==> src/rtl/mux_rr_n_1.sv <==
// -----------------------------------------------------------------------------
// mux_rr_n_1 -- N-to-1 channel multiplexer with a single-entry output register
//
// Picks one of N valid/ready input channels per cycle and loads its data into
// a registered output slot. The slot drains through out_valid/out_ready.
// Channel choice is either direct (sel) or round-robin starting at ptr.
//
// Configuration macro: MUX_RR_N_1_RR_EN
//   defined   : round-robin arbiter and its pointer are built; mode selects
//               direct (0) or round-robin (1).
//   undefined : direct selection only; mode is ignored and no pointer exists.
//
// Ports
//   clk        in   1        sole clock, rising edge
//   reset      in   1        synchronous, active-high reset
//   in         in   N*WIDTH  channel i at bits [i*WIDTH +: WIDTH]
//   in_valid   in   N        per-channel data valid
//   in_ready   out  N        per-channel accept strobe (combinational, one-hot or zero)
//   sel        in   SW       channel index for direct mode
//   mode       in   1        0 = direct, 1 = round-robin
//   out        out  WIDTH    registered data of the held beat
//   out_valid  out  1        out holds an unconsumed beat
//   out_ready  in   1        downstream takes out this cycle
//   out_ch     out  SW       channel that produced out
// -----------------------------------------------------------------------------
module mux_rr_n_1 #(
   parameter int WIDTH = 8,
   parameter int N     = 8,
   parameter int SW    = $clog2(N)
) (
   input  logic                 clk,
   input  logic                 reset,
   input  logic [N*WIDTH-1:0]   in,
   input  logic [N-1:0]         in_valid,
   output logic [N-1:0]         in_ready,
   input  logic [SW-1:0]        sel,
   input  logic                 mode,
   output logic [WIDTH-1:0]     out,
   output logic                 out_valid,
   input  logic                 out_ready,
   output logic [SW-1:0]        out_ch
);

   // Output slot
   logic [WIDTH-1:0] out_q, out_d;
   logic [SW-1:0]    out_ch_q, out_ch_d;
   logic             out_valid_q, out_valid_d;

   // The slot can take a new beat when it is empty or being drained now.
   logic load_en;
   assign load_en = !out_valid_q || out_ready;

   // Direct selection: comparing against every legal index means an
   // out-of-range sel (>= N) simply never hits.
   logic dir_hit;
   always_comb begin
      dir_hit = 1'b0;
      for (int i = 0; i < N; i++) begin
         if (sel == SW'(i) && in_valid[i]) begin
            dir_hit = 1'b1;
         end
      end
   end

   logic          grant_ok;
   logic [SW-1:0] grant;

`ifdef MUX_RR_N_1_RR_EN
   // Round-robin pointer, always kept in 0..N-1.
   logic [SW-1:0] ptr_q, ptr_d;
   logic [N-1:0]  hi_mask;
   logic [N-1:0]  req_hi;
   logic          rr_hit;
   logic [SW-1:0] rr_idx;

   // Channels at or above ptr are searched first; if none is valid the search
   // wraps to the lowest valid channel. Only indices < N exist, so the wrap is
   // modulo N regardless of whether N is a power of two.
   for (genvar gi = 0; gi < N; gi++) begin : g_hi_mask
      assign hi_mask[gi] = (SW'(gi) >= ptr_q);
   end
   assign req_hi = in_valid & hi_mask;

   always_comb begin
      rr_hit = |in_valid;
      rr_idx = '0;
      // Descending scan so the lowest set index is the last one written.
      for (int i = N - 1; i >= 0; i--) begin
         if (in_valid[i]) begin
            rr_idx = SW'(i);
         end
      end
      if (|req_hi) begin
         for (int i = N - 1; i >= 0; i--) begin
            if (req_hi[i]) begin
               rr_idx = SW'(i);
            end
         end
      end
   end

   assign grant_ok = mode ? rr_hit : dir_hit;
   assign grant    = mode ? rr_idx : sel;

   always_comb begin
      ptr_d = ptr_q;
      if (mode && load_en && grant_ok) begin
         ptr_d = (grant == SW'(N - 1)) ? '0 : grant + SW'(1);
      end
   end

   always_ff @(posedge clk) begin
      if (reset) begin
         ptr_q <= '0;
      end else begin
         ptr_q <= ptr_d;
      end
   end
`else
   // Direct-only build: mode has no effect.
   logic unused_mode;
   assign unused_mode = mode;

   assign grant_ok = dir_hit;
   assign grant    = sel;
`endif

   // Accept strobe for the granted channel only; forced low during reset so a
   // beat offered in a reset cycle is never considered taken.
   for (genvar gi = 0; gi < N; gi++) begin : g_in_ready
      assign in_ready[gi] = !reset && load_en && grant_ok && (grant == SW'(gi));
   end

   // Data of the granted channel.
   logic [WIDTH-1:0] grant_data;
   always_comb begin
      grant_data = '0;
      for (int i = 0; i < N; i++) begin
         if (grant == SW'(i)) begin
            grant_data = in[i*WIDTH +: WIDTH];
         end
      end
   end

   // Slot next state: load on grant, empty when a load opportunity finds
   // nothing, otherwise hold. out/out_ch keep their last value when emptied.
   always_comb begin
      out_d       = out_q;
      out_ch_d    = out_ch_q;
      out_valid_d = out_valid_q;
      if (load_en) begin
         if (grant_ok) begin
            out_d       = grant_data;
            out_ch_d    = grant;
            out_valid_d = 1'b1;
         end else begin
            out_valid_d = 1'b0;
         end
      end
   end

   always_ff @(posedge clk) begin
      if (reset) begin
         out_q       <= '0;
         out_ch_q    <= '0;
         out_valid_q <= 1'b0;
      end else begin
         out_q       <= out_d;
         out_ch_q    <= out_ch_d;
         out_valid_q <= out_valid_d;
      end
   end

   assign out       = out_q;
   assign out_ch    = out_ch_q;
   assign out_valid = out_valid_q;

endmodule

==> config.mk <==
export PLATFORM = sky130hd
export DESIGN_NAME = mux_rr_n_1
export DESIGN_NICKNAME = d
export VERILOG_FILES = /design/src/rtl/mux_rr_n_1.sv
export SDC_FILE = /design/constraint.sdc
export NUM_CORES = 1
export LEC_CHECK = 0
export CAP_MARGIN = 0
export CORE_MARGIN = 2
export CORE_UTILIZATION = 39
export DETAILED_ROUTE_END_ITERATION = 7
export GPL_ROUTABILITY_DRIVEN = 0
export GPL_TIMING_DRIVEN = 0
export PLACE_DENSITY = 0.92
export SLEW_MARGIN = 10
export SYNTH_ARGS = -nofsm -noshare
export SYNTH_HDL_FRONTEND = slang
export SYNTH_SLANG_ARGS = --single-unit
==> constraint.sdc <==
create_clock -name clk -period 6.95 [get_ports clk]
set_clock_uncertainty 0.05 [all_clocks]
set_input_delay 1.7375 -clock clk [delete_from_list [all_inputs] [get_ports clk]]
set_output_delay 1.7375 -clock clk [all_outputs]
set_load 0.01 [all_outputs]
==> implementation parameters, run 1 <==
Parameter                              Value

Pwr
  Power Total    approximately 0.29 mW
  Clock network power share    0.202
  Reg power frac    0.275
  Switching share of total power    0.296
  Internal power contribution    ~0.2 mW
  Switching power summed over all nets    between 0.08 and 0.09 mW
  Ratio of total power to cell area    112 nW/um^2
  Comb power frac    0.523
  Largest voltage drop on the vdd net    approximately 0.00012 V
  Leakage power    1.03 nW

Die
  I/O pin cnt    between 90 and 100
  Placeable core area    between 3000 and 4000 um^2
  Count of standard-cell rows    22
  Area of the die    around 4400 um^2
  Starting density of the core    0.408
  Die width    around 66 um
  Y dimension of the die    ~66 um

Drt
  DRT Wirelength    between 5000 and 6000 um
  Total iterations of the first detailed-routing run    4
  Post-detailed-route wirelength per cell    16.4 um
  DR DRC count    0
  Total vias in the final route    1,742
  Number of design-rule violations left by the first detailed-router iteration    between 100 and 150
  Antenna-violating nets left    0
  Number of vias per cell    ~5.4

Cells and area
  Summed area of non-filler cells in the final layout    ~2600 um^2
  Most common cell after layout, fill and taps aside    clkdlybuf4s50_1
  Fin nets    approximately 360
  Most used cells in the layout excluding fill and tap cells    clkdlybuf4s50_1, mux2i_1, o21ai_0
  Number of inserted diodes    0
  Layout cell share with drive strength beyond 1    0.131
  Growth of design area from synthesis to finish    70.5%

Clock network
  Setup Buffers After CTS    0
  Post_cts resized    0
  Number of H-tree branching levels    1
  Clock Root Buffer    clkbuf_8
  Clock-pin slew on the worst setup and hold paths    ~40 ps
  Buffer levels on the longest clock path    2
  TritonCTS Buffers    3
  CTS tree    yes
  CTS hold repair buffers    0
  Number of clock sinks    12
  Clk Latency, worst-skew pair    ~230 ps

STA
  Final min period    5900 ps
  Setup repair after global routing missed its margin    no
  Slew Limit Headroom    0.648
  Period Utilization, post-route    0.849
  Total negative slack for setup checks    0 ps
  Fmax    around 0.17 GHz
  Count of endpoints failing hold in the final timing report    0
  Worst hold slack    just over 400 ps
  Setup Viol. Count Final    0
  Slew of the pin with the lowest slew margin    about 530 ps
  Total count of max-transition violations in the final report    0

Flow run
  Count of maximum capacitance violations    0

GRT
  Tot GR Track Use    0.243
  Aggregate global routing overflow    0
  Initial antenna violation count    0
  Vias in the first global route    roughly 1,800
  Wire length of the first global-routing pass    about 8000 um
  Pin count of the biggest net entering global routing    11

Place
  Instance area at placement    between 2000 and 3000 um^2
  DPL Wire Length    approximately 4400 um
  Quantity of I/O buffers inserted on ports    96

Synthesis
  Top cell type's share of synthesized area    0.159
  Warnings from Yosys    0
  Async set-reset flop share out of synthesis    0
  Flip-flop and latch count after synthesis    12
  Fraction of the yosys area taken by sequential cells    0.159
  Average cell area after synthesis    approximately 8.6 um^2
  Number of different library cells in the post-synthesis netlist    between 40 and 50
  Cell Area, Synth    1510 um^2
  Main flop type after synthesis    dfxtp_1
  Yosys top cell by area    dfxtp_1
  Largest cells by area after synthesis    dfxtp_1, mux2i_1, o21ai_0, o221a_2, a41o_1
  Cells after synthesis    between 150 and 200
  Synthesized netlist net count    254
  Count of flip-flops with a built-in enable after synthesis    0

Worst hold path
  Hold Startpoint    out_ch[0]
  Class of the tightest hold or removal check    reg -> reg

Setup path
  Register-to-Register Setup Slack    ~5500 ps
  Critical Path AT    around 4100 ps
  Category of the most critical setup path    in -> out
  Start point of the critical path    sel[1]
  Start of the worst register-to-register path    out_valid
  Data required time of the critical path    a little over 5000 ps
  Critical Path End Type    primary output
  Type of element launching the critical path    primary input
  Maximum net fanout on the critical path    10

Run status
  Run status    finished clean
[power by group through the flow]
stage	Combinational (mW)	Clock [mW]	Sequential, mW
floorplan	0.0713	0	0.0836
global placement	0.146	0	0.0806
detailed placement	0.149	0	0.0804
CTS	0.150	0.0605	0.0793
finish	0.150	0.0581	0.0792
global route	0.161	0.0652	0.0802
[area by class of cell]
type / instances / area [um^2]
Sequential cell: 12 / 240
Multi-Input combinational cell: 135 / 1120
Timing Repair Buffer: 96 / 961
Clock buffer: 3 / 41.3
Buffer: 18 / 113
Fill cell: 300 / 1120
Tap cell: 48 / 60.1
Inverter: 10 / 37.5
[worst paths after layout]
| check | end | cells past startpoint |
|---|---|---|
| min | out_ch[0] | 2 |
| max | in_ready[4] | 9 |
| min reg2reg | out_ch[0] | 2 |
| max reg2reg | out_ch[2] | 5 |
[state kept, by name (all words and copies together) (netlist names)]
register and count:
out_valid 1, out 8, out_ch 3
[Yosys cell counts (5+ instances only)]
cell type,number
buf_2,8
a21o_1,7
a21oi_1,7
clkbuf_1,6
a41o_1,6
nand2_1,9
inv_1,9
mux2i_1,19
a32oi_1,6
nand2b_1,9
o221a_2,6
nand3b_1,7
dfxtp_1,12
o2bb2ai_1,6
nor3_1,5
o21ai_0,15
nor2b_1,8
[critical path, stage by stage]
cell             delay (ps)
clkdlybuf4s50_1         530
buf_6                   170
nand2_2                  80
o32a_1                  310
buf_6                   150
o22a_4                  230
buf_12                  140
nor3_1                  170
clkdlybuf4s50_1         580
[logic make-up (layout without fill, tap and decap cells)]
family	count (synthesis)	after routing	share of synthesized area
AND/OR/NAND/NOR	49	49	0.210
AO/OA/AOI/OAI	63	63	0.357
flip-flops	12	12	0.159
multiplexers	23	23	0.174
buffers and inverters	28	127	0.0997
[metal layers]
layer,GRT usage,up-vias,share of wire
li1,-,869,-
met1,0.281,778,0.40
met2,0.436,83,0.49
met3,0.0494,12,0.093
met4,0.0867,0,0.018
met5,0,-,0
[through the flow]
step	std cells	util	setup slack, ps
after detailed placement	319	0.685	1060
after CTS	322	0.696	1050
final	322	0.696	1050
after floorplan	175	-	2110
after global routing	322	0.696	911
after global placement	319	0.685	1100
(Power assumes the default switching activity.)
==> run 2, diff against run 1 <==
--- a/config.mk
+++ b/config.mk
@@ -7,11 +7,11 @@
 export LEC_CHECK = 0
 export CAP_MARGIN = 0
 export CORE_MARGIN = 2
-export CORE_UTILIZATION = 39
+export CORE_UTILIZATION = 33
 export DETAILED_ROUTE_END_ITERATION = 7
 export GPL_ROUTABILITY_DRIVEN = 0
 export GPL_TIMING_DRIVEN = 0
-export PLACE_DENSITY = 0.92
+export PLACE_DENSITY = 0.84
 export SLEW_MARGIN = 10
 export SYNTH_ARGS = -nofsm -noshare
 export SYNTH_HDL_FRONTEND = slang
==> constraint.sdc (replaced) <==
create_clock -name clk -period 5.3 [get_ports clk]
set_clock_uncertainty 0.05 [all_clocks]
set_input_delay 1.325 -clock clk [delete_from_list [all_inputs] [get_ports clk]]
set_output_delay 1.325 -clock clk [all_outputs]
set_load 0.01 [all_outputs]
==> implementation parameters, run 2 (synthesized netlist as in run 1, its figures left out) <==
Parameter                              Value

STA
  Slew Limit Headroom    0.618 (was 0.648)
  Total negative slack for setup checks    0 ps (unchanged)
  Total count of max-transition violations in the final report    0 (unchanged)
  Setup Viol. Count Final    0 (unchanged)
  Count of endpoints failing hold in the final timing report    0 (unchanged)
  Fmax    about 0.20 GHz
  Setup repair after global routing missed its margin    no (unchanged)
  Final min period    around 5000 ps
  Slew of the pin with the lowest slew margin    573 ps (was 529 ps)
  Period Utilization, post-route    0.960

Worst hold path
  Class of the tightest hold or removal check    reg -> reg (unchanged)

Pwr
  Largest voltage drop on the vdd net    0.0000920 V (was 0.000116 V)
  Leakage power    1.03 nW (unchanged)
  Ratio of total power to cell area    147 nW/um^2 (was 112 nW/um^2)

Setup path
  Critical Path AT    3710 ps (was 4110 ps)
  Category of the most critical setup path    in -> out (unchanged)
  Maximum net fanout on the critical path    10 (unchanged)
  Critical Path End Type    primary output (unchanged)
  Data required time of the critical path    3920 ps (was 5160 ps)
  Delay of the slowest cell on the worst path    570 ps (was 580 ps)
  Buffers & Inverters on Critical Path    5 (unchanged)
  Critical path's top delay family    buffers and inverters (unchanged)
  CP cell instances    clkdlybuf4s50_1 -> buf_6 -> nand2_2 -> o32a_1 -> buf_6 -> o22a_4 -> buf_12 -> nor3_1 -> clkdlybuf4s50_1 (unchanged)
  Type of element launching the critical path    primary input (unchanged)
  Cell with the biggest individual delay on the critical path    clkdlybuf4s50_1 (unchanged)

Cells and area
  Fin nets    355 (unchanged)
  Layout cell share with drive strength beyond 1    0.131 (unchanged)
  Number of fill cells in the layout    400 (was 300)
  Flip-flop count of the largest register after layout    8 (unchanged)
  Most used cells in the layout excluding fill and tap cells    clkdlybuf4s50_1, mux2i_1, o21ai_0 (unchanged)
  Multi-input combinational cell area    1120 um^2 (unchanged)
  Number of inserted diodes    0 (unchanged)
  Most common cell after layout, fill and taps aside    clkdlybuf4s50_1 (unchanged)
  Growth of design area from synthesis to finish    70.8% (was 70.5%)
  Non-filler cells, final    326 (was 322)
  Area used by sequential logic in the layout    240 um^2 (unchanged)

Die
  Count of standard-cell rows    24 (was 22)
  Y dimension of the die    71.6 um (was 66.2 um)
  Placeable core area    4380 um^2 (was 3690 um^2)
  I/O pin cnt    99 (unchanged)
  Starting density of the core    0.344 (was 0.408)
  Die width    71.6 um (was 66.2 um)
  Area of the die    5120 um^2 (was 4380 um^2)

Drt
  WL met1    2370 um (was 2120 um)
  DRT Wirelength    5310 um (was 5280 um)
  Total vias in the final route    1,726 (was 1,742)
  Met3 Routed Length    349 um (was 493 um)
  Uppermost routed layer    met4 (unchanged)
  Total iterations of the first detailed-routing run    4 (unchanged)
  Post-detailed-route wirelength per cell    16.3 um (was 16.4 um)
  Antenna-violating nets left    0 (unchanged)
  DR DRC count    0 (unchanged)
  Routed length on met2    2520 um (was 2570 um)
  Number of vias per cell    5.29 (was 5.41)
  Number of design-rule violations left by the first detailed-router iteration    54 (was 113)

Run status
  Run status    finished clean (unchanged)

Place
  DPL Wire Length    4300 um (was 4360 um)
  Number of placed cells counting well taps    323 (was 319)
  Quantity of I/O buffers inserted on ports    96 (unchanged)

GRT
  Initial antenna violation count    0 (unchanged)
  Pin count of the biggest net entering global routing    11 (unchanged)
  Vias in the first global route    1,751 (was 1,753)
  Tot GR Track Use    0.203 (was 0.243)
  Aggregate global routing overflow    0 (unchanged)
  Wire length of the first global-routing pass    8300 um (was 8200 um)

Flow run
  Count of maximum capacitance violations    0 (unchanged)

Clock network
  CTS tree    yes (unchanged)
  CTS hold repair buffers    0 (unchanged)
  Number of H-tree branching levels    1 (unchanged)
  Post_cts resized    0 (unchanged)
  Setup Buffers After CTS    0 (unchanged)
  Clock-pin slew on the worst setup and hold paths    50 ps (was 40 ps)
  Clk Latency, worst-skew pair    230 ps (about the same)
  Buffer levels on the longest clock path    2 (unchanged)
  Number of clock sinks    12 (unchanged)
  Clock Root Buffer    clkbuf_8 (unchanged)
  TritonCTS Buffers    3 (unchanged)
[run 2: cell counts in the layout (fill, tap and decap cells not counted)]
No cell type changed its count.
[run 2: through the flow]
step           hold slack, ps  cell area (um^2)  power [mW]  setup WS [ps]   util
2_1_floorplan             429              1510       0.203           1280      -
4_1_cts                   422              2570       0.380            236  0.587
5_1_grt                   444              2570       0.400            126  0.587
3_3_place_gp              401              2530       0.298            257  0.578
6_report                  415              2570       0.377            214  0.587
3_5_place_dp              410              2530       0.300            243  0.578
[run 2: final cells by class]
class,count,area share
plain buffers,18,0.0438
flip-flops and latches,12,0.0933
well taps,52,0.0253
inverters,10,0.0146
multi-input cells,135,0.434
repair buffers,96,0.373
clock buffers,3,0.0160
[run 2: layer usage]
metal / vias up / GRT usage
met5: - / 0
met4: 0 / 0.0524
met3: 8 / 0.0267
met2: 68 / 0.368
met1: 781 / 0.251
li1: 869 / -
[run 2: path summary, 6_finish.rpt]
kind	start	end	slack, ps	cells past startpoint
hold reg to reg	out[2]	out[2]	410	2
hold / removal	out[2]	out[2]	410	2
setup / recovery	sel[1]	in_ready[5]	210	9
setup reg to reg	out_valid	out_ch[2]	3790	5
[run 2: tightest hold or removal path: stages (launching register included)]
cell     delay (ps)
dfxtp_1         300
nand2_1          50
mux2i_1          60
[run 2: where the power goes]
group / internal (mW) / leakage, nW / switching (mW)
combinational: 0.116 / 0.913 / 0.0797
clock: 0.0495 / 0.0216 / 0.0274
sequential: 0.0998 / 0.0988 / 0.00475
total: 0.265 / 1.03 / 0.112
==> run 3, diff against run 2 <==
--- a/config.mk
+++ b/config.mk
@@ -8,6 +8,7 @@
 export CAP_MARGIN = 0
 export CORE_MARGIN = 2
 export CORE_UTILIZATION = 33
+export CTS_BUF_LIST = sky130_fd_sc_hd__clkbuf_16
 export DETAILED_ROUTE_END_ITERATION = 7
 export GPL_ROUTABILITY_DRIVEN = 0
 export GPL_TIMING_DRIVEN = 0
==> implementation parameters, run 3 (synthesized netlist as in run 1, its figures left out) <==
Parameter                              Value

Flow run
  Count of maximum capacitance violations    0 (unchanged)

Run status
  Run status    finished clean (unchanged)

Drt
  Total iterations of the first detailed-routing run    4 (unchanged)
  DRT Wirelength    5250 um (was 5310 um)
  Post-detailed-route wirelength per cell    16.1 um (was 16.3 um)
  Total vias in the final route    1,720 (was 1,726)
  Number of vias per cell    5.28 (was 5.29)
  Antenna-violating nets left    0 (unchanged)
  Number of design-rule violations left by the first detailed-router iteration    51 (was 54)
  DR DRC count    0 (unchanged)

Clock network
  CTS tree    yes (unchanged)
  Setup Buffers After CTS    0 (unchanged)
  Post_cts resized    0 (unchanged)
  Buffer levels on the longest clock path    2 (unchanged)
  Clock Root Buffer    clkbuf_16 (was clkbuf_8)
  Clk Latency, worst-skew pair    240 ps (was 230 ps)
  Number of H-tree branching levels    1 (unchanged)
  TritonCTS Buffers    3 (unchanged)
  CTS hold repair buffers    0 (unchanged)
  Number of clock sinks    12 (unchanged)
  Clock-pin slew on the worst setup and hold paths    40 ps (was 50 ps)

Cells and area
  Flip-flop count of the largest register after layout    8 (unchanged)
  Core Util, Final    0.595 (was 0.587)
  Layout cell share with drive strength beyond 1    0.131 (unchanged)
  Fin nets    355 (unchanged)
  Number of fill cells in the layout    397 (was 400)
  Number of inserted diodes    0 (unchanged)
  Growth of design area from synthesis to finish    73.1% (was 70.8%)
  Most used cells in the layout excluding fill and tap cells    clkdlybuf4s50_1, mux2i_1, o21ai_0 (unchanged)
  Most common cell after layout, fill and taps aside    clkdlybuf4s50_1 (unchanged)

STA
  Period Utilization, post-route    0.959 (was 0.960)
  Slew of the pin with the lowest slew margin    547 ps (was 573 ps)
  Total negative slack for setup checks    0 ps (unchanged)
  Total count of max-transition violations in the final report    0 (unchanged)
  Fmax    0.197 GHz (about the same)
  Slew Limit Headroom    0.635 (was 0.618)
  Count of endpoints failing hold in the final timing report    0 (unchanged)
  Worst hold slack    409 ps (was 415 ps)
  Setup repair after global routing missed its margin    no (unchanged)
  Setup Viol. Count Final    0 (unchanged)
  Final min period    5090 ps (about the same)

Pwr
  Switching share of total power    0.273 (was 0.296)
  Ratio of total power to cell area    166 nW/um^2 (was 147 nW/um^2)
  Comb power frac    0.453 (was 0.519)
  Internal power contribution    0.314 mW (was 0.265 mW)
  Switching power summed over all nets    0.118 mW (was 0.112 mW)
  Largest voltage drop on the vdd net    0.000149 V (was 0.0000920 V)
  Leakage power    1.05 nW (was 1.03 nW)
  Clock network power share    0.305 (was 0.204)
  Reg power frac    0.242 (was 0.277)

Place
  DPL Wire Length    4300 um (unchanged)
  Quantity of I/O buffers inserted on ports    96 (unchanged)

GRT
  Initial antenna violation count    0 (unchanged)
  Wire length of the first global-routing pass    8200 um (was 8300 um)
  Tot GR Track Use    0.201 (was 0.203)
  Vias in the first global route    1,736 (was 1,751)
  Pin count of the biggest net entering global routing    11 (unchanged)
  Aggregate global routing overflow    0 (unchanged)

Die
  Starting density of the core    0.344 (unchanged)
  Placeable core area    4380 um^2 (unchanged)
  Y dimension of the die    71.6 um (unchanged)
  I/O pin cnt    99 (unchanged)
  Count of standard-cell rows    24 (unchanged)
  Die width    71.6 um (unchanged)
  Area of the die    5120 um^2 (unchanged)

Setup path
  Depth of the most critical reg-to-reg path    5 (unchanged)
  Category of the most critical setup path    in -> out (unchanged)
  Type of element launching the critical path    primary input (unchanged)
  Critical Path AT    3710 ps (about the same)
  Start of the worst register-to-register path    out_valid (unchanged)
  Maximum net fanout on the critical path    10 (unchanged)
  Critical register-to-register path endpoint    out_ch[2] (unchanged)
  Worst setup endpoint    in_ready[5] (unchanged)
  Data required time of the critical path    3920 ps (about the same)
  Register-to-Register Setup Slack    3790 ps (about the same)
  Start point of the critical path    sel[1] (unchanged)
  Critical Path End Type    primary output (unchanged)

Worst hold path
  Hold Startpoint    out_ch[0] (was out[2])
  Class of the tightest hold or removal check    reg -> reg (unchanged)
## run 3: cell types whose count changed in the layout (fill, tap and decap cells not counted)
cell,before,now
clkbuf_8,3,0
clkbuf_16,0,3
## run 3: area by class of cell
| cell class | count | area [um^2] | share of cell area |
|---|---|---|---|
| inverters | 10 | 37.5 | 0.0144 |
| clock buffers | 3 | 75.1 | 0.0288 |
| well taps | 52 | 65.1 | 0.0250 |
| flip-flops and latches | 12 | 240 | 0.0921 |
| repair buffers | 96 | 961 | 0.369 |
| multi-input cells | 135 | 1120 | 0.428 |
| plain buffers | 18 | 113 | 0.0432 |
## run 3: worst min path at each step
stage,cells past startpoint,end
after floorplan,2,out_ch[0]
after global placement,2,out_ch[2]
after detailed placement,2,out_ch[2]
after CTS,2,out_ch[0]
after global routing,2,out[2]
final,2,out_ch[0]
## run 3: metal layers
layer,part of all wire,GRT usage,up-vias
li1,-,-,870
met1,0.45,0.251,772
met2,0.46,0.354,69
met3,0.068,0.0309,9
met4,0.017,0.0587,0
met5,0,0,-
## run 3: metrics by stage
stage / instances / cell area, um^2 / worst slack, ps / power (mW)
after floorplan: 175 / 1510 / 1280 / 0.203
after global placement: 323 / 2530 / 257 / 0.298
after detailed placement: 323 / 2530 / 243 / 0.300
after CTS: 326 / 2610 / 238 / 0.433
after global routing: 326 / 2610 / 128 / 0.454
final: 326 / 2610 / 215 / 0.432
## run 3: power by group through the flow
stage,registers [mW],clock network [mW],logic [mW]
6_report,0.105,0.132,0.195
5_1_grt,0.106,0.137,0.211
4_1_cts,0.105,0.133,0.195
3_5_place_dp,0.106,0,0.194
3_3_place_gp,0.106,0,0.192
2_1_floorplan,0.110,0,0.0935
## run 3: worst max-delay path: stages
cell and delay (ps):
clkdlybuf4s50_1 520, buf_6 160, nand2_2 80, o32a_1 330
buf_6 160, o22a_4 230, buf_12 140, nor3_1 190
clkdlybuf4s50_1 570
